--- src/rtl/sbqm_queue_ctrl.sv ---
`default_nettype none
// +----------------------------------------------------------------------------+
// | sbqm_queue_ctrl: customer counter with round-robin teller calling.         |
// | Revision 1.0                                                               |
// +----------------------------------------------------------------------------+
module sbqm_queue_ctrl #(
  parameter int N_TELLERS = 3,
  parameter int TW        = 2,
  parameter int MAX_COUNT = 7,
  parameter int CW        = 3,
  parameter int SVC_MIN   = 3,
  parameter int EW        = 8
) (
  input  logic                 clk,
  input  logic                 reset,
  input  logic                 entry_pulse,
  input  logic [N_TELLERS-1:0] teller_done,
  output logic [CW-1:0]        pcount,
  output logic                 empty,
  output logic                 full,
  output logic                 call_valid,
  output logic [TW-1:0]        call_teller,
  output logic                 rejected,
  output logic [EW-1:0]        wait_est
);

  localparam logic [31:0] WAIT_MAX = (32'd1 << EW) - 32'd1;

  logic [N_TELLERS-1:0] pending_q, pending_d;
  logic [TW-1:0]        rr_ptr_q, rr_ptr_d;
  logic [CW-1:0]        pcount_q, pcount_d;
  logic                 empty_q, empty_d;
  logic                 full_q, full_d;
  logic                 call_valid_q, call_valid_d;
  logic [TW-1:0]        call_teller_q, call_teller_d;
  logic                 rejected_q, rejected_d;
  logic [EW-1:0]        wait_est_q, wait_est_d;

  logic                 found;
  logic [TW-1:0]        winner;
  logic                 grant_req;
  logic                 inc;
  logic [N_TELLERS-1:0] grant_onehot;
  logic [31:0]          prod;

  // First pending teller at or above rr_ptr, wrapping at N_TELLERS.
  always_comb begin
    logic [31:0] idx;
    found  = 1'b0;
    winner = '0;
    idx    = '0;
    for (int i = 0; i < N_TELLERS; i++) begin
      idx = 32'(rr_ptr_q) + 32'(i);
      if (idx >= 32'(N_TELLERS)) idx = idx - 32'(N_TELLERS);
      if (!found && pending_q[idx[TW-1:0]]) begin
        found  = 1'b1;
        winner = idx[TW-1:0];
      end
    end
  end

  always_comb begin
    grant_req = (pcount_q != '0) && found;
    for (int j = 0; j < N_TELLERS; j++) begin
      grant_onehot[j] = grant_req && (winner == TW'(j));
    end

    pending_d = (pending_q & ~grant_onehot) | teller_done;

    rr_ptr_d      = rr_ptr_q;
    call_teller_d = call_teller_q;
    call_valid_d  = grant_req;
    if (grant_req) begin
      call_teller_d = winner;
      rr_ptr_d      = (winner == TW'(N_TELLERS - 1)) ? '0 : winner + TW'(1);
    end

    // A grant frees a slot, so a full queue still admits a simultaneous entry.
    inc        = entry_pulse && ((pcount_q < CW'(MAX_COUNT)) || grant_req);
    rejected_d = entry_pulse && !inc;

    pcount_d = pcount_q;
    if (inc && !grant_req)      pcount_d = pcount_q + CW'(1);
    else if (!inc && grant_req) pcount_d = pcount_q - CW'(1);

    empty_d = (pcount_d == '0);
    full_d  = (pcount_d == CW'(MAX_COUNT));

    prod       = 32'(pcount_d) * 32'(SVC_MIN);
    wait_est_d = (prod > WAIT_MAX) ? {EW{1'b1}} : prod[EW-1:0];
  end

  always_ff @(posedge clk or negedge reset) begin
    if (!reset) begin
      pending_q     <= '0;
      rr_ptr_q      <= '0;
      pcount_q      <= '0;
      empty_q       <= 1'b1;
      full_q        <= 1'b0;
      call_valid_q  <= 1'b0;
      call_teller_q <= '0;
      rejected_q    <= 1'b0;
      wait_est_q    <= '0;
    end else begin
      pending_q     <= pending_d;
      rr_ptr_q      <= rr_ptr_d;
      pcount_q      <= pcount_d;
      empty_q       <= empty_d;
      full_q        <= full_d;
      call_valid_q  <= call_valid_d;
      call_teller_q <= call_teller_d;
      rejected_q    <= rejected_d;
      wait_est_q    <= wait_est_d;
    end
  end

  assign pcount      = pcount_q;
  assign empty       = empty_q;
  assign full        = full_q;
  assign call_valid  = call_valid_q;
  assign call_teller = call_teller_q;
  assign rejected    = rejected_q;
  assign wait_est    = wait_est_q;

endmodule
`default_nettype wire

--- config.mk ---
export PLATFORM = sky130hd
export DESIGN_NAME = sbqm_queue_ctrl
export DESIGN_NICKNAME = d
export VERILOG_FILES = /design/src/rtl/sbqm_queue_ctrl.sv
export SDC_FILE = /design/constraint.sdc
export NUM_CORES = 1
export LEC_CHECK = 0
export ABC_AREA = 1
export ABC_CLOCK_PERIOD_IN_PS = 3450
export BUFFER_PORTS_ARGS = -buffer_cell sky130_fd_sc_hd__buf_2
export CAP_MARGIN = 0
export CORE_ASPECT_RATIO = 1.2
export CORE_MARGIN = 5
export CORE_UTILIZATION = 50
export CTS_BUF_LIST = sky130_fd_sc_hd__clkbuf_8
export CTS_CLUSTER_DIAMETER = 30
export CTS_CLUSTER_SIZE = 30
export DETAILED_ROUTE_END_ITERATION = 6
export GPL_TIMING_DRIVEN = 0
export HOLD_SLACK_MARGIN = 0.05
export PLACE_DENSITY = 0.85
export SLEW_MARGIN = 20
export SYNTH_ARGS = -nofsm -noshare
export SYNTH_HDL_FRONTEND = slang
export SYNTH_SLANG_ARGS = --single-unit
--- constraint.sdc ---
create_clock -name clk -period 3.45 [get_ports clk]
set_input_delay 1.035 -clock clk [delete_from_list [all_inputs] [get_ports clk]]
set_output_delay 1.035 -clock clk [all_outputs]
set_load 0.02 [all_outputs]
Yosys cells after proc, flatten, opt, wreduce, memory -nomap -nowiden. Cells that the tools add are included.

Add/sub/neg operators: 8. $mul: 1. $lt $le $gt $ge: 7. Equal/unequal tests: 3. Muxes and demuxes: 18. Bitwise operators: 3. Reductions and logical operators: 18.

Operators by type and width (count): 2-to-1 mux 2 bit (7); logical AND 1 bit (10); < comparator 2 x 3 -> 1 bit, second input constant (3); binary-select mux 1 bit (select 2 bit) (3); >= comparator 3 x 2 -> 1 bit, second input constant (2); 2-to-1 mux 1 bit (6); 2-to-1 mux 3 bit (2); subtractor 2 bit, second input constant (3); multiplier 3 x 2 -> 5 bit, second input constant (1); zero test 1 bit (4); adder 2 x 1 -> 3 bit, second input constant (1); adder 2 x 2 -> 3 bit, second input constant (1); adder 3 x 1 -> 3 bit, second input constant (1); bitwise AND 3 bit (1); equality test 3 bit, second input constant (1); zero test 3 bit (1); < comparator 3 bit, second input constant (1); inverter 3 bit (1); bitwise OR 3 bit (1); nonzero test 3 bit (1); subtractor 3 x 1 -> 3 bit, second input constant (1); adder 2 x 1 -> 2 bit, second input constant (1); equality test 2 x 1 -> 1 bit, second input constant (1); equality test 2 bit, second input constant (1); other kinds (3) (3).

Register bits after elaboration: 19. Input bits: 6. Output and inout bits: 17. Word-level logic and storage cells: 67.

Longest topological paths before layout.
Word-level depth: 19. Gate-level depth with buffers: 17. Depth with buffers taken out: 17.

Least setup slack after synthesis. No wires, ideal clock.

Kind: reg-to-reg. From: register rr_ptr_q[0]. To: register wait_est_q[3] (netlist: wait_est[3]). Library setup time: 0.117 ns. Arrival time: 2.378 ns. Data required time: 3.333 ns. Setup slack: 0.956 ns. Stages on the path, launching flop included: 17. Buffers on the path: 0. Clock period less this slack: 2.494 ns. Path through: dfrtp_1 -> inv_1 -> ha_1 -> inv_2 -> nand2_2 -> nand2_2 -> a21oi_4 -> nand3_4 -> nand2_4 -> nand2_4 -> nand2_2 -> xor2_2 -> inv_2 -> ha_1 -> fa_1 -> nand3_1 -> nand2_1.

Word-level cells in the longest chain between the ends: 19. Elaborated cells between the ends (all ways): 34. Classes of those cells: add/sub: 5; mul: 1; order compare: 3; mux: 14; reduce/logical: 11.

RTL lines: from (decl) (line 30) `logic [TW-1:0] rr_ptr_q, rr_ptr_d;`; from (signal assigned) (line 106) `rr_ptr_q <= rr_ptr_d;`; parallel branches: the longest is 10 deep, another holds adder 2 x 1 -> 3 bit; 2-to-1 mux 1 bit (*) (line 55) `if (!found && pending_q[idx[TW-1:0]]) begin`; logical AND 1 bit (*) (line 63) `grant_req = (pcount_q != '0) && found;`; logical OR 1 bit (line 79) `inc = entry_pulse && ((pcount_q < CW'(MAX_COUNT)) || grant_req);`; logical AND 1 bit (line 79); zero test 1 bit (line 84) `else if (!inc && grant_req) pcount_d = pcount_q - CW'(1);`; logical AND 1 bit (line 84); 2-to-1 mux 3 bit (line 84); 2-to-1 mux 3 bit (*) (line 83) `if (inc && !grant_req) pcount_d = pcount_q + CW'(1);`; net pcount_d[0] (line 31) `logic [CW-1:0] pcount_q, pcount_d;`; multiplier 3 x 2 -> 5 bit (*) (line 89) `prod = 32'(pcount_d) * 32'(SVC_MIN);`; net prod[3] (line 44) `logic [31:0] prod;`; to (signal assigned) (line 113) `wait_est_q <= wait_est_d;`; to (decl) (line 37) `logic [EW-1:0] wait_est_q, wait_est_d;`.

Mark *: on every way through the listed nets, which the timed path passes. The select of a mux whose other input is x is not followed. A chain may end at the register's enable or synchronous reset.

Worst setup path in the final report. Same ends and word-level chain as after synthesis.

==> summary.md <==
| Metric | Value |
|---|---|
| Iter 0 DRT Violations | 17 |
| Sequential cell area fraction in the yosys report | between 40% and 50% |
| Placer Congestion | 0.787 |
| Startpoint Class | flip-flop |
| Worst clock skew | just over 0.004 ns |
| Non-Filler Instances | ~180 |
| Worst setup EP type | flip-flop |
| Main flop type after synthesis | dfrtp_1 |
| Post-CTS setup repair buffer count | 0 |
| CP dominant cell by count | nand2_2 |
| Top Family by Delay on Critical Path | adder cells |
| Final net count | 166 |
| Slowest-stage cell, CP | fa_1 |
| Drt total wl | 2080 um |
| CTS tree | done |
| Cts repair resizes | 0 |
| Syn avg cell area | 9.05 um2 |
| Worst Hold Slack | ~0.50 ns |
| Cts bufs inserted | 3 |
| RSZ-0062 raised after global routing | false |
| Vias in the first global route | 879 |
| Clock root cell | clkbuf_8 |
| Average routed wire per standard cell | 11.6 um |
| Critical path class | reg -> reg |
| R2R depth | 16 |
| Hold Vio Cnt, Final | 0 |
| Reg2Reg Setup Slack | 0.75 ns |
| Share of the synthesized area in the top cell type | around 38% |
| Final number of max-transition violations | 0 |
| Slowest stage delay, CP | approximately 0.42 ns |
| DRC | 0 |
| Commonest cells in the netlist | 29 x nand2_1, 18 x inv_1, 17 x dfrtp_1, 9 x ha_1 |
| Inst Count DP | around 180 |
| Insertion delay to the later sink of the worst-skew pair | 0.25 ns |
| Synth cell types | 29 |
| Input/output buffers | 19 |
| Pre-antenna DRT Iters | 4 |
| Initial Utilization | a little over half |
| Mapped cell area | approximately 1100 um2 |
| Crit-path cells | inv_1 > ha_1 > inv_2 > nand2_2 > nand2_2 > a21oi_4 > nand3_4 > nand2_4 > nand2_4 > nand2_2 > xor2_2 > inv_2 > ha_1 > fa_1 > nand3_1 > nand2_1 |
| Worst hold start | call_teller[0] |
| Buf/Inv on CP | 3 |
| P&R area growth vs syn | 16.5% |
| Hold Path Cell Cnt | 2 |
| Ys Warns | 0 |
| Row count | 18 |
| Max Cap Viol | 0 |
| Worst Hold Class | reg -> reg |
| First-pass GRT wire length | around 3600 um |
| Vias per Instance | between 4 and 5 |
| Die width | 53.3 um |
| Worst Path Arrival | ~2.9 ns |
| Outcome | complete, no violations |
| Worst-path clk slew | about 0.060 ns |
| Crit share post-route | about four fifths |
| Critical Path RT | roughly 3.6 ns |
| Detail Route Antenna Nets | 0 |
| Die area | between 3000 and 4000 um2 |
| Async S/R FF share, synth | 100% |
| Share of cells above drive strength 1 | about 32% |
| CTS Hold Bufs | 0 |
| Final min period | between 2 and 3 ns |
| Top-count cell post-synth | nand2_1 |
| Vert. Die Dim | 61.9 um |
| # fillers | between 150 and 200 |
| Total I/O pin count | 23 |
| Post-synthesis cell count | 124 |
| Synth top area cells | dfrtp_1 38%, ha_1 10%, nand2_1 9.7% |
| Largest net degree at the start of global routing | 19 |
| Initial antenna violation count | 0 |
| Post-synth EDFFs | 0 |
| R2r endpoint | wait_est[3] |
| # setup viols final | 0 |
| Hold EP | call_teller[0] |
| Post-route setup TNS | 0 ns |
| Aggregate global routing overflow | 0 |
| #FFs+latches synth | 18 |
| Core area | approximately 2100 um2 |
| Reg2reg start | rr_ptr_q[0] |
| CTS H-Tree Depth | 1 |
| Bufs on Longest Clock Path | 2 |
| Diodes inserted | 0 |
| Vias | roughly 850 |
| HPWL Detailed | between 1500 and 2000 um |
| Critical path fanouts, max | 6 |
| Clk sink count | 18 |
| Fmax | 370 MHz |
| Synth area leader | dfrtp_1 |
| GRT Overall Usage | approximately 15% |
## cell type report
type / count / area [um2] / area share (%)
multi-input cells: 83 / 569 / 43.5
flip-flops and latches: 18 / 452 / 34.5
repair buffers: 19 / 95.1 / 7.27
inverters: 21 / 78.8 / 6.03
clock buffers: 3 / 41.3 / 3.16
well taps: 30 / 37.5 / 2.87
plain buffers: 4 / 30.0 / 2.30
clock inverters: 1 / 3.75 / 0.287
## placed cells by master (no fill, tap or decap), drive strengths merged
cell type / n
buf: 23
inv: 22
dfrtp: 17
nor3: 1
and2: 1
a21o: 2
a21oi: 1
o21ai: 7
nand3: 10
fa: 1
xnor2: 1
ha: 9
nand3b: 2
dfstp: 1
nor2: 3
nand2: 37
nand4: 2
o31ai: 1
clkbuf: 3
xor2: 2
conb: 3
## cell families (layout without fill, tap and decap cells)
logic type                 count (synthesis)  after routing  share of synthesized area [%]
and+or+nand+nor                           56             56                           28.0
buffers and inverters                     25             48                           9.70
DFF                                       18             18                           40.2
AOI/OAI and AO/OA                         11             11                           6.91
adders and majority gates                 10             10                           11.8
xor gates and xnor gates                   3              3                           3.01
other                                      1              3                          0.334
## tightest hold or removal path: stages, from the launching register on
cell and delay (ns):
dfrtp_1 0.35, nand2_1 0.06, nand2_1 0.06
## per-stage QoR
| stage | setup WS (ns) | area (um2) | utilization, % |
|---|---|---|---|
| after global placement | 0.790 | 1260 | 60.3 |
| after CTS | 0.710 | 1310 | 62.4 |
| after detailed placement | 0.733 | 1260 | 60.3 |
| final | 0.747 | 1310 | 62.4 |
| after floorplan | 0.956 | 1130 | - |
| after global routing | 0.523 | 1310 | 62.4 |
## worst max-delay path by stage
| stage | start | endpoint | slack, ns | cells past startpoint |
|---|---|---|---|---|
| after CTS | rr_ptr_q[0] | wait_est[3] | 0.71 | 16 |
| after detailed placement | rr_ptr_q[0] | wait_est[3] | 0.73 | 16 |
| after global placement | rr_ptr_q[0] | wait_est[3] | 0.79 | 16 |
| final | rr_ptr_q[0] | wait_est[3] | 0.75 | 16 |
| after global routing | rr_ptr_q[0] | wait_est[3] | 0.52 | 15 |
| after floorplan | rr_ptr_q[0] | wait_est[3] | 0.96 | 16 |
## flip-flops by register name, indices dropped and copies added (netlist names)
register	cells
empty	1
full	1
pcount	3
rejected	1
rr_ptr_q	2
call_valid	1
wait_est	4
pending_q	3
call_teller	2
## metal layers
layer	up-vias	share of wire, %	global-route usage (%)
li1	428	-	-
met1	398	39	16.0
met2	20	56	29.1
met3	5	3.4	2.15
met4	0	2.0	7.66
met5	-	0	0
Power is left out: the tool's default activity adds up to more than one toggle a clock period on the data nets, which glitch-free logic cannot reach.
